==> src/rtl/cdb_arbiter_pkg.sv <==
// Shared CDB types: FU result packet, broadcast packet and default FU count.
`ifndef XLEN
`define XLEN 32
`endif
`ifndef ROB_TAG_W
`define ROB_TAG_W 5
`endif

package cdb_arbiter_pkg;

   localparam int unsigned NUM_FU = 4;

   typedef struct packed {
      logic                  done;
      logic [`XLEN-1:0]      v;
      logic [`ROB_TAG_W-1:0] rob_tag;
   } FU_CDB_PACKET;

   typedef struct packed {
      logic                  valid;
      logic [`XLEN-1:0]      v;
      logic [`ROB_TAG_W-1:0] rob_tag;
   } CDB_PACKET;

endpackage

==> src/rtl/cdb_arbiter_rr.sv <==
// Round-robin request-to-one-hot arbiter; owns the rotating priority pointer.
module rr_arbiter #(
   parameter int unsigned NUM_FU = 4,
   parameter int unsigned IDX_W  = $clog2(NUM_FU)
) (
   input  logic              clock,
   input  logic              reset,
   input  logic [NUM_FU-1:0] req_i,
   input  logic              hold_i,
   output logic [NUM_FU-1:0] grant_o,
   output logic [IDX_W-1:0]  grant_idx_o,
   output logic              grant_vld_o
);

   logic [IDX_W-1:0] ptr_q, ptr_d;
   int unsigned      pos;

   // Scan from ptr_q upward with wrap; the first request seen wins.
   always_comb begin
      grant_o     = '0;
      grant_idx_o = '0;
      grant_vld_o = 1'b0;
      ptr_d       = ptr_q;
      pos         = 0;
      if (!reset && !hold_i) begin
         for (int unsigned k = 0; k < NUM_FU; k++) begin
            pos = (32'(ptr_q) + k) % NUM_FU;
            if (!grant_vld_o && req_i[IDX_W'(pos)]) begin
               grant_vld_o              = 1'b1;
               grant_idx_o              = IDX_W'(pos);
               grant_o[IDX_W'(pos)]     = 1'b1;
               ptr_d                    = (pos == NUM_FU - 1) ? '0 : IDX_W'(pos + 1);
            end
         end
      end
   end

   always_ff @(posedge clock) begin
      if (reset) ptr_q <= '0;
      else       ptr_q <= ptr_d;
   end

endmodule

==> src/rtl/cdb_arbiter.sv <==
// FU->CDB arbiter: round-robin grant, single-cycle ack, registered CDB broadcast.
// Optional per-FU saturating grant counters with CDB_GRANT_COUNT_EN.
module cdb_arbiter
   import cdb_arbiter_pkg::*;
#(
   parameter int unsigned NUM_FU = cdb_arbiter_pkg::NUM_FU,
   parameter int unsigned IDX_W  = $clog2(NUM_FU)
) (
   input  logic              clock,
   input  logic              reset,
   input  FU_CDB_PACKET      fu_pkts [NUM_FU],
   input  logic              squash,
   output logic [NUM_FU-1:0] ack,
   output CDB_PACKET         cdb_pkt
`ifdef CDB_GRANT_COUNT_EN
  ,output logic [15:0]       grant_cnt [NUM_FU]
`endif
);

   logic [NUM_FU-1:0] req;
   logic [NUM_FU-1:0] grant;
   logic [IDX_W-1:0]  gidx;
   logic              gvld;
   CDB_PACKET         cdb_q, cdb_d;

   always_comb begin
      req = '0;
      for (int unsigned i = 0; i < NUM_FU; i++) req[i] = fu_pkts[i].done;
   end

   rr_arbiter #(
      .NUM_FU (NUM_FU),
      .IDX_W  (IDX_W)
   ) u_rr (
      .clock       (clock),
      .reset       (reset),
      .req_i       (req),
      .hold_i      (squash),
      .grant_o     (grant),
      .grant_idx_o (gidx),
      .grant_vld_o (gvld)
   );

   assign ack = grant;

   // Payload holds its last value when idle; only valid is meaningful then.
   always_comb begin
      cdb_d       = cdb_q;
      cdb_d.valid = 1'b0;
      if (gvld) begin
         cdb_d.valid   = 1'b1;
         cdb_d.v       = fu_pkts[gidx].v;
         cdb_d.rob_tag = fu_pkts[gidx].rob_tag;
      end
   end

   always_ff @(posedge clock) begin
      if (reset) cdb_q <= '0;
      else       cdb_q <= cdb_d;
   end

   assign cdb_pkt = cdb_q;

`ifdef CDB_GRANT_COUNT_EN
   logic [15:0] cnt_q [NUM_FU];

   always_ff @(posedge clock) begin
      for (int unsigned i = 0; i < NUM_FU; i++) begin
         if (reset)                            cnt_q[i] <= '0;
         else if (grant[i] && cnt_q[i] != '1) cnt_q[i] <= cnt_q[i] + 16'd1;
      end
   end

   assign grant_cnt = cnt_q;
`endif

endmodule

==> config.mk <==
export PLATFORM = sky130hd
export DESIGN_NAME = cdb_arbiter
export DESIGN_NICKNAME = d
export VERILOG_FILES = /design/src/rtl/cdb_arbiter_pkg.sv /design/src/rtl/cdb_arbiter_rr.sv /design/src/rtl/cdb_arbiter.sv
export SDC_FILE = /design/constraint.sdc
export NUM_CORES = 1
export LEC_CHECK = 0
export BUFFER_PORTS_ARGS = -buffer_cell sky130_fd_sc_hd__buf_2
export CORE_ASPECT_RATIO = 2
export CORE_MARGIN = 2
export CORE_UTILIZATION = 40
export CTS_CLUSTER_SIZE = 14
export DETAILED_ROUTE_END_ITERATION = 10
export PLACE_DENSITY = 0.78
export SYNTH_ARGS = -nofsm -noshare
export SYNTH_HDL_FRONTEND = slang
export SYNTH_HIERARCHICAL = 1
export SYNTH_SLANG_ARGS = --single-unit
==> constraint.sdc <==
create_clock -name clock -period 3.58 [get_ports clock]
set_clock_uncertainty 0.05 [all_clocks]
set_input_delay 1.074 -clock clock [delete_from_list [all_inputs] [get_ports clock]]
set_output_delay 1.074 -clock clock [all_outputs]
set_load 0.02 [all_outputs]
Word-level counts from Yosys, hierarchy flattened
Index checks and enable logic that the tools add are counted.
{"block": "word_totals", "ff_bits": 40, "inputBits": 155, "output_inout_bits": 42, "elab_cells": 91}
{"block": "classes", "add_sub_neg": 6, "magnitude_cmp": 9, "eq_ne": 4, "mux": 49, "n_bitwise": 4, "reduce_logical": 15}
{"op": "$bmux 38 s2", "count": 1}
{"op": "$mux 37", "count": 2}
{"op": "$mux 38", "count": 1}
{"op": "$mux 4", "count": 8}
{"op": "$mux 2", "count": 13}
{"op": "$mux 1", "count": 16}
{"op": "$lt 2x3->1 const B", "count": 4}
{"op": "$or 4x4->4", "count": 3}
{"op": "$add 2x1->2 const B", "count": 4}
{"op": "$bmux 1 s2", "count": 4}
{"op": "$demux 1 s2", "count": 4}
{"op": "$eq 2x2->1 const B", "count": 4}
{"op": "$ge 2x1->1 const B", "count": 4}
{"op": "$logic_and 1x1->1", "count": 8}
{"op": "$logic_not 1->1", "count": 5}
{"op": "$add 2x2->2 const B", "count": 2}
{"op": "$reduce_bool 4->1", "count": 1}
{"op": "$ge 3x3->1 const B", "count": 1}
{"op": "$not 2->3", "count": 1}
{"op": "$reduce_and 2->1", "count": 1}

Logic depth before layout (Yosys ltp)
{"block": "depth", "depth_word": 21, "depth_mapped": 13, "ltp_nobuf": 8}

By module
Netlist, hierarchy kept.
{"module": "cdb_arbiter", "n_inst": 1, "cells_per_inst": 212, "area_each_um2": 2481.1, "seq_area_each_um2": 760.7}
{"module": "rr_arbiter", "n_inst": 1, "cells_per_inst": 85, "area_each_um2": 721.9, "seq_area_each_um2": 40.0}

Least setup slack after synthesis
Ideal clock, no wire load.
{"block": "synth_timing", "kind": "register to output", "startpoint": "reg u_rr.ptr_q[0]", "endpoint": "out ack[0]", "arrival_time_ns": 2.801, "required_time_ns": 2.456, "slack_ns": -0.345, "path_stages_with_launch": 10, "n_path_buf": 3, "cell_sequence": "dfxtp_1 > buf_6 > clkbuf_1 > inv_1 > ha_1 > buf_2 > mux4_2 > nor4b_2 > a22oi_1 > a21oi_1"}
{"block": "synth_via", "elab_chain_len": 16, "word_cells_on_any_way": 54, "classes_between": "add/sub: 3; order compare: 8; mux: 30; bitwise: 3; reduce/logical: 10"}
{"item": "from (decl)", "line": "cdb_arbiter_rr.sv:15", "text": "logic [IDX_W-1:0] ptr_q, ptr_d;"}
{"item": "from (signal assigned)", "line": "cdb_arbiter_rr.sv:40", "text": "else ptr_q <= ptr_d;"}
{"item": "parallel branches: the longest is 14 deep, another holds $lt 2x3->1"}
{"item": "$mux 4 *", "line": "cdb_arbiter_rr.sv:28", "text": "if (!grant_vld_o && req_i[IDX_W'(pos)]) begin"}
{"item": "$mux 4 *", "line": "cdb_arbiter_rr.sv:25", "text": "if (!reset && !hold_i) begin"}
{"item": "to (decl)", "line": "cdb_arbiter.sv:13", "text": "output logic [NUM_FU-1:0] ack,"}
Every way passes the cells marked *. The select of a mux whose other input is x is not followed.

Worst setup path after layout
{"block": "layout_timing", "startpoint": "in fu_pkts[75] (netlist bit)", "endpoint": "out ack[2]"}
{"block": "layout_via", "elab_chain_len": 16, "word_cells_on_any_way": 31, "classes_between": "mux: 22; bitwise: 3; reduce/logical: 6"}
{"item": "from (decl)", "line": "cdb_arbiter.sv:11", "text": "input FU_CDB_PACKET fu_pkts [NUM_FU],"}
{"item": "$bmux 1 s2", "line": "cdb_arbiter_rr.sv:28"}
{"item": "$mux 1 (not written as such)", "line": "cdb_arbiter_rr.sv:28"}
{"item": "$mux 1", "line": "cdb_arbiter_rr.sv:28"}
{"item": "$mux 1", "line": "cdb_arbiter_rr.sv:25"}
{"item": "$logic_not 1->1", "line": "cdb_arbiter_rr.sv:28"}
{"item": "$logic_and 1x1->1", "line": "cdb_arbiter_rr.sv:28"}
{"item": "$mux 1", "line": "cdb_arbiter_rr.sv:28"}
{"item": "$mux 1", "line": "cdb_arbiter_rr.sv:25"}
{"item": "$logic_not 1->1", "line": "cdb_arbiter_rr.sv:28"}
{"item": "$logic_and 1x1->1", "line": "cdb_arbiter_rr.sv:28"}
{"item": "$mux 1", "line": "cdb_arbiter_rr.sv:28"}
{"item": "$mux 1", "line": "cdb_arbiter_rr.sv:25"}
{"item": "$logic_not 1->1", "line": "cdb_arbiter_rr.sv:28"}
{"item": "$logic_and 1x1->1", "line": "cdb_arbiter_rr.sv:28"}
{"item": "$mux 4 *", "line": "cdb_arbiter_rr.sv:28"}
{"item": "$mux 4 *", "line": "cdb_arbiter_rr.sv:25"}
Mark *: on every way between the ends. The rest lies on a longest branch, timed or not. The select of a mux whose other input is x is not followed.

==> flow_metrics.tcl <==
set metrics [dict create \
    ff2ff_setup_slack_ps 380 \
    outcome "finished with violations" \
    rsz0062_at_grt "true" \
    slowest_stage "mux4_2" \
    synth_area_per_cell_um2 10.8 \
    seqPwrFrac 0.250 \
    drc 0 \
    drive_gt1_frac 0.620 \
    r2r_start "u_rr/ptr_q[0]" \
    start_util 0.409 \
    path_clk_slew_ps 50 \
    power_switching_uw 756 \
    relSlewSlack 0.621 \
    grt_overflow 0 \
    nNetsFinal 652 \
    die_width_um 67.3 \
    syn_to_final_growth_pct 43.8 \
    critPathTopFamily "multiplexers" \
    power.total_mw 2.11 \
    p_int_mw 1.36 \
    crit_path_end_kind "output pin" \
    yosysWarnings 6 \
    critical_path_class "input pin to output pin" \
    root_buffer "clkbuf_16" \
    cts_buffers 5 \
    dpl.hpwl_mm 6.99 \
    antenna_found_initial 0 \
    fin_crit_ps 3650 \
    vias 3135 \
    ir_worst_vdd_uv 219 \
    num_rows 46 \
    dp_cells 579 \
    hold_end "u_rr/ptr_q[1]" \
    hold_buffers 0 \
    die_h_um 131 \
    insertion_delay_ps 280 \
    pwr-share-comb 0.495 \
    crit_required_ps 2460 \
    fin_area_mm2 0.00461 \
    worst_ep_arrival_time_ps 2530 \
    start_kind "input pin" \
    dieArea_mm2 0.00878 \
    hold_depth 2 \
    timing.critical_path.buf_inv 3 \
    layout_setup_ws_ps -69.0 \
    ant_nets 0 \
    drt-met1-wl_mm 3.48 \
    dr_wl_met2_mm 4.39 \
    grt_pass1_vias 2844 \
    switching_share 0.358 \
    diodes 0 \
    ff2ff_path_depth 10 \
    cap_viol_max_count 0 \
    leakagePower_nw 1.95 \
    slew_violations 0 \
    worst_slew_pin_slew_ps 568 \
    drt_iter0_markers 113 \
    io_buffers 196 \
    grt_use_total 0.195 \
    cts_tree "built" \
    setup_viol 4 \
    violations "negative setup slack" \
    firstDrtPassIters 4 \
    via_per_inst 5.33 \
    cp_max_fo 8 \
    pin_count 197 \
    met3WireLength_um 873 \
    synth-seq-cells 40 \
    fin_crit_sh 1.02 \
    p_per_area_mw_per_mm2 458 \
    core-area_mm2 0.00783 \
    stdcell_count 588 \
    hp-start "u_rr/ptr_q[1]" \
    path_cells "buf_8 > mux4_2 > nor4b_4 > buf_4 > a22oi_2 > a21oi_4 > buf_6" \
    wl_per_cell_um 15.1 \
    hp-class "flop to flop" \
    gp_congestion 0.821 \
    ys_seq_area_frac 0.250 \
    r2r-end "cdb_pkt[23]" \
    synth_cell_types 43 \
    top_layer_used "met4" \
    cts.sinks 40 \
    synth_nets 458 \
    critPathMaxStageDelay_ps 580 \
    place_area_mm2 0.00434 \
    clock_power_share 0.255 \
    grt_pass1_wl_mm 13.4 \
    cts_buffer_depth 2 \
    htreeDepth 2 \
    netlist_instances 297 \
    final_core_util 0.588 \
    drt-total-wl_mm 8.88 \
    syn-cell-area_mm2 0.00320 \
    hold_viol 0 \
    grt_max_degree 42 \
    fmax_mhz 274 \
]
==> synth_stat cells, drive strengths merged <==
master / n / share of area
a211oi: 1 / 0.0039
a21o: 5 / 0.012
a21oi: 6 / 0.0094
a221o: 1 / 0.0031
a22oi: 4 / 0.0094
a2bb2oi: 1 / 0.0027
a311o: 1 / 0.0031
a31oi: 1 / 0.0020
buf: 22 / 0.060
clkbuf: 8 / 0.013
dfxtp: 40 / 0.25
ha: 6 / 0.023
inv: 4 / 0.0047
mux2: 1 / 0.0035
mux2i: 76 / 0.24
mux4: 4 / 0.028
nand2: 6 / 0.0070
nand2b: 2 / 0.0039
nand3b: 5 / 0.013
nand4: 1 / 0.0020
nor2: 4 / 0.0047
nor2b: 4 / 0.0078
nor3: 1 / 0.0016
nor3b: 1 / 0.0023
nor4: 1 / 0.0020
nor4b: 1 / 0.0047
o21ai: 5 / 0.0078
o221ai: 37 / 0.14
o311ai: 1 / 0.0051
o31a: 1 / 0.0027
o41a: 1 / 0.0035
o41ai: 1 / 0.0086
or2: 1 / 0.0020
or3: 2 / 0.0039
or3b: 41 / 0.11
==> cell usage in the layout (no fill, tap or decap), drive strengths merged, types with 2 or more instances in the layout <==
master    n
nand2     6
inv       4
or3b     41
mux4      4
a21o      5
ha        6
nor2b     4
o221ai   37
buf     217
a21oi     6
nor2      4
dfxtp    40
or3       2
nand2b    2
a22oi     4
o21ai     5
nand3b    5
clkbuf    7
mux2i    76
==> per-stage QoR <==
stage,setup WS (ps),TNS (ps),hold WS [ps]
2_1_floorplan,22.2,0,587
3_3_place_gp,-120,-476,530
3_5_place_dp,-170,-842,531
4_1_cts,-56.1,-184,545
5_1_grt,-88.6,-333,582
6_report,-69.0,-221,540
==> sequential cells by signal (all words and copies together) (netlist names) <==
signal	cells
cdb_pkt	38
u_rr/ptr_q	2
==> worst min-delay path: cells and delay by family (launching register included) <==
family,cells,cell delay (ps)
buffers and inverters,1,110
AOI/OAI and AO/OA,1,110
DFF,1,310
==> metal layers <==
metal | vias up | global-route usage
li1 | 1557 | -
met1 | 1389 | 0.230
met2 | 182 | 0.351
met3 | 7 | 0.0334
met4 | 0 | 0.0612
met5 | - | 0
==> logic make-up (layout without fill, tap and decap cells) <==
kind of cell	Yosys count	count (layout)	share of synthesized area
buf+inv	34	229	0.0773
flops	40	40	0.250
simple gates	70	70	0.167
mux	81	81	0.269
fa+ha+maj	6	6	0.0234
compound gates	66	66	0.213
==> cell type report <==
cell class / count / area, um2
Tap cell: 96 / 120
Multi-Input combinational cell: 223 / 2240
Clock buffer: 7 / 153
Fill cell: 650 / 3220
Timing Repair Buffer: 217 / 1240
Sequential cell: 40 / 802
Clock inverter: 1 / 30.0
Inverter: 4 / 15.0
==> power groups by stage <==
stage	Clock [mW]	Combinational, mW	Sequential [mW]
floorplan	0	0.664	0.606
global placement	0	0.980	0.536
detailed placement	0	0.997	0.537
CTS	0.554	1.03	0.529
global route	0.570	1.12	0.536
finish	0.539	1.04	0.529
==> worst max-delay path by stage <==
stage / startpoint / end / cells past startpoint
final: fu_pkts[75] / ack[2] / 7
after global routing: fu_pkts[75] / ack[2] / 7
after CTS: fu_pkts[113] / ack[2] / 8
after detailed placement: fu_pkts[75] / ack[3] / 6
after global placement: fu_pkts[75] / ack[2] / 6
after floorplan: u_rr/ptr_q[0] / ack[0] / 10
==> what timing repair did <==
action,4_1_cts,5_1_grt
endpoints found under the setup margin,4,4
pin swaps,2,0
setup buffers,1,0
gates resized for setup,16,5
Power figures use the tool's default switching activity.
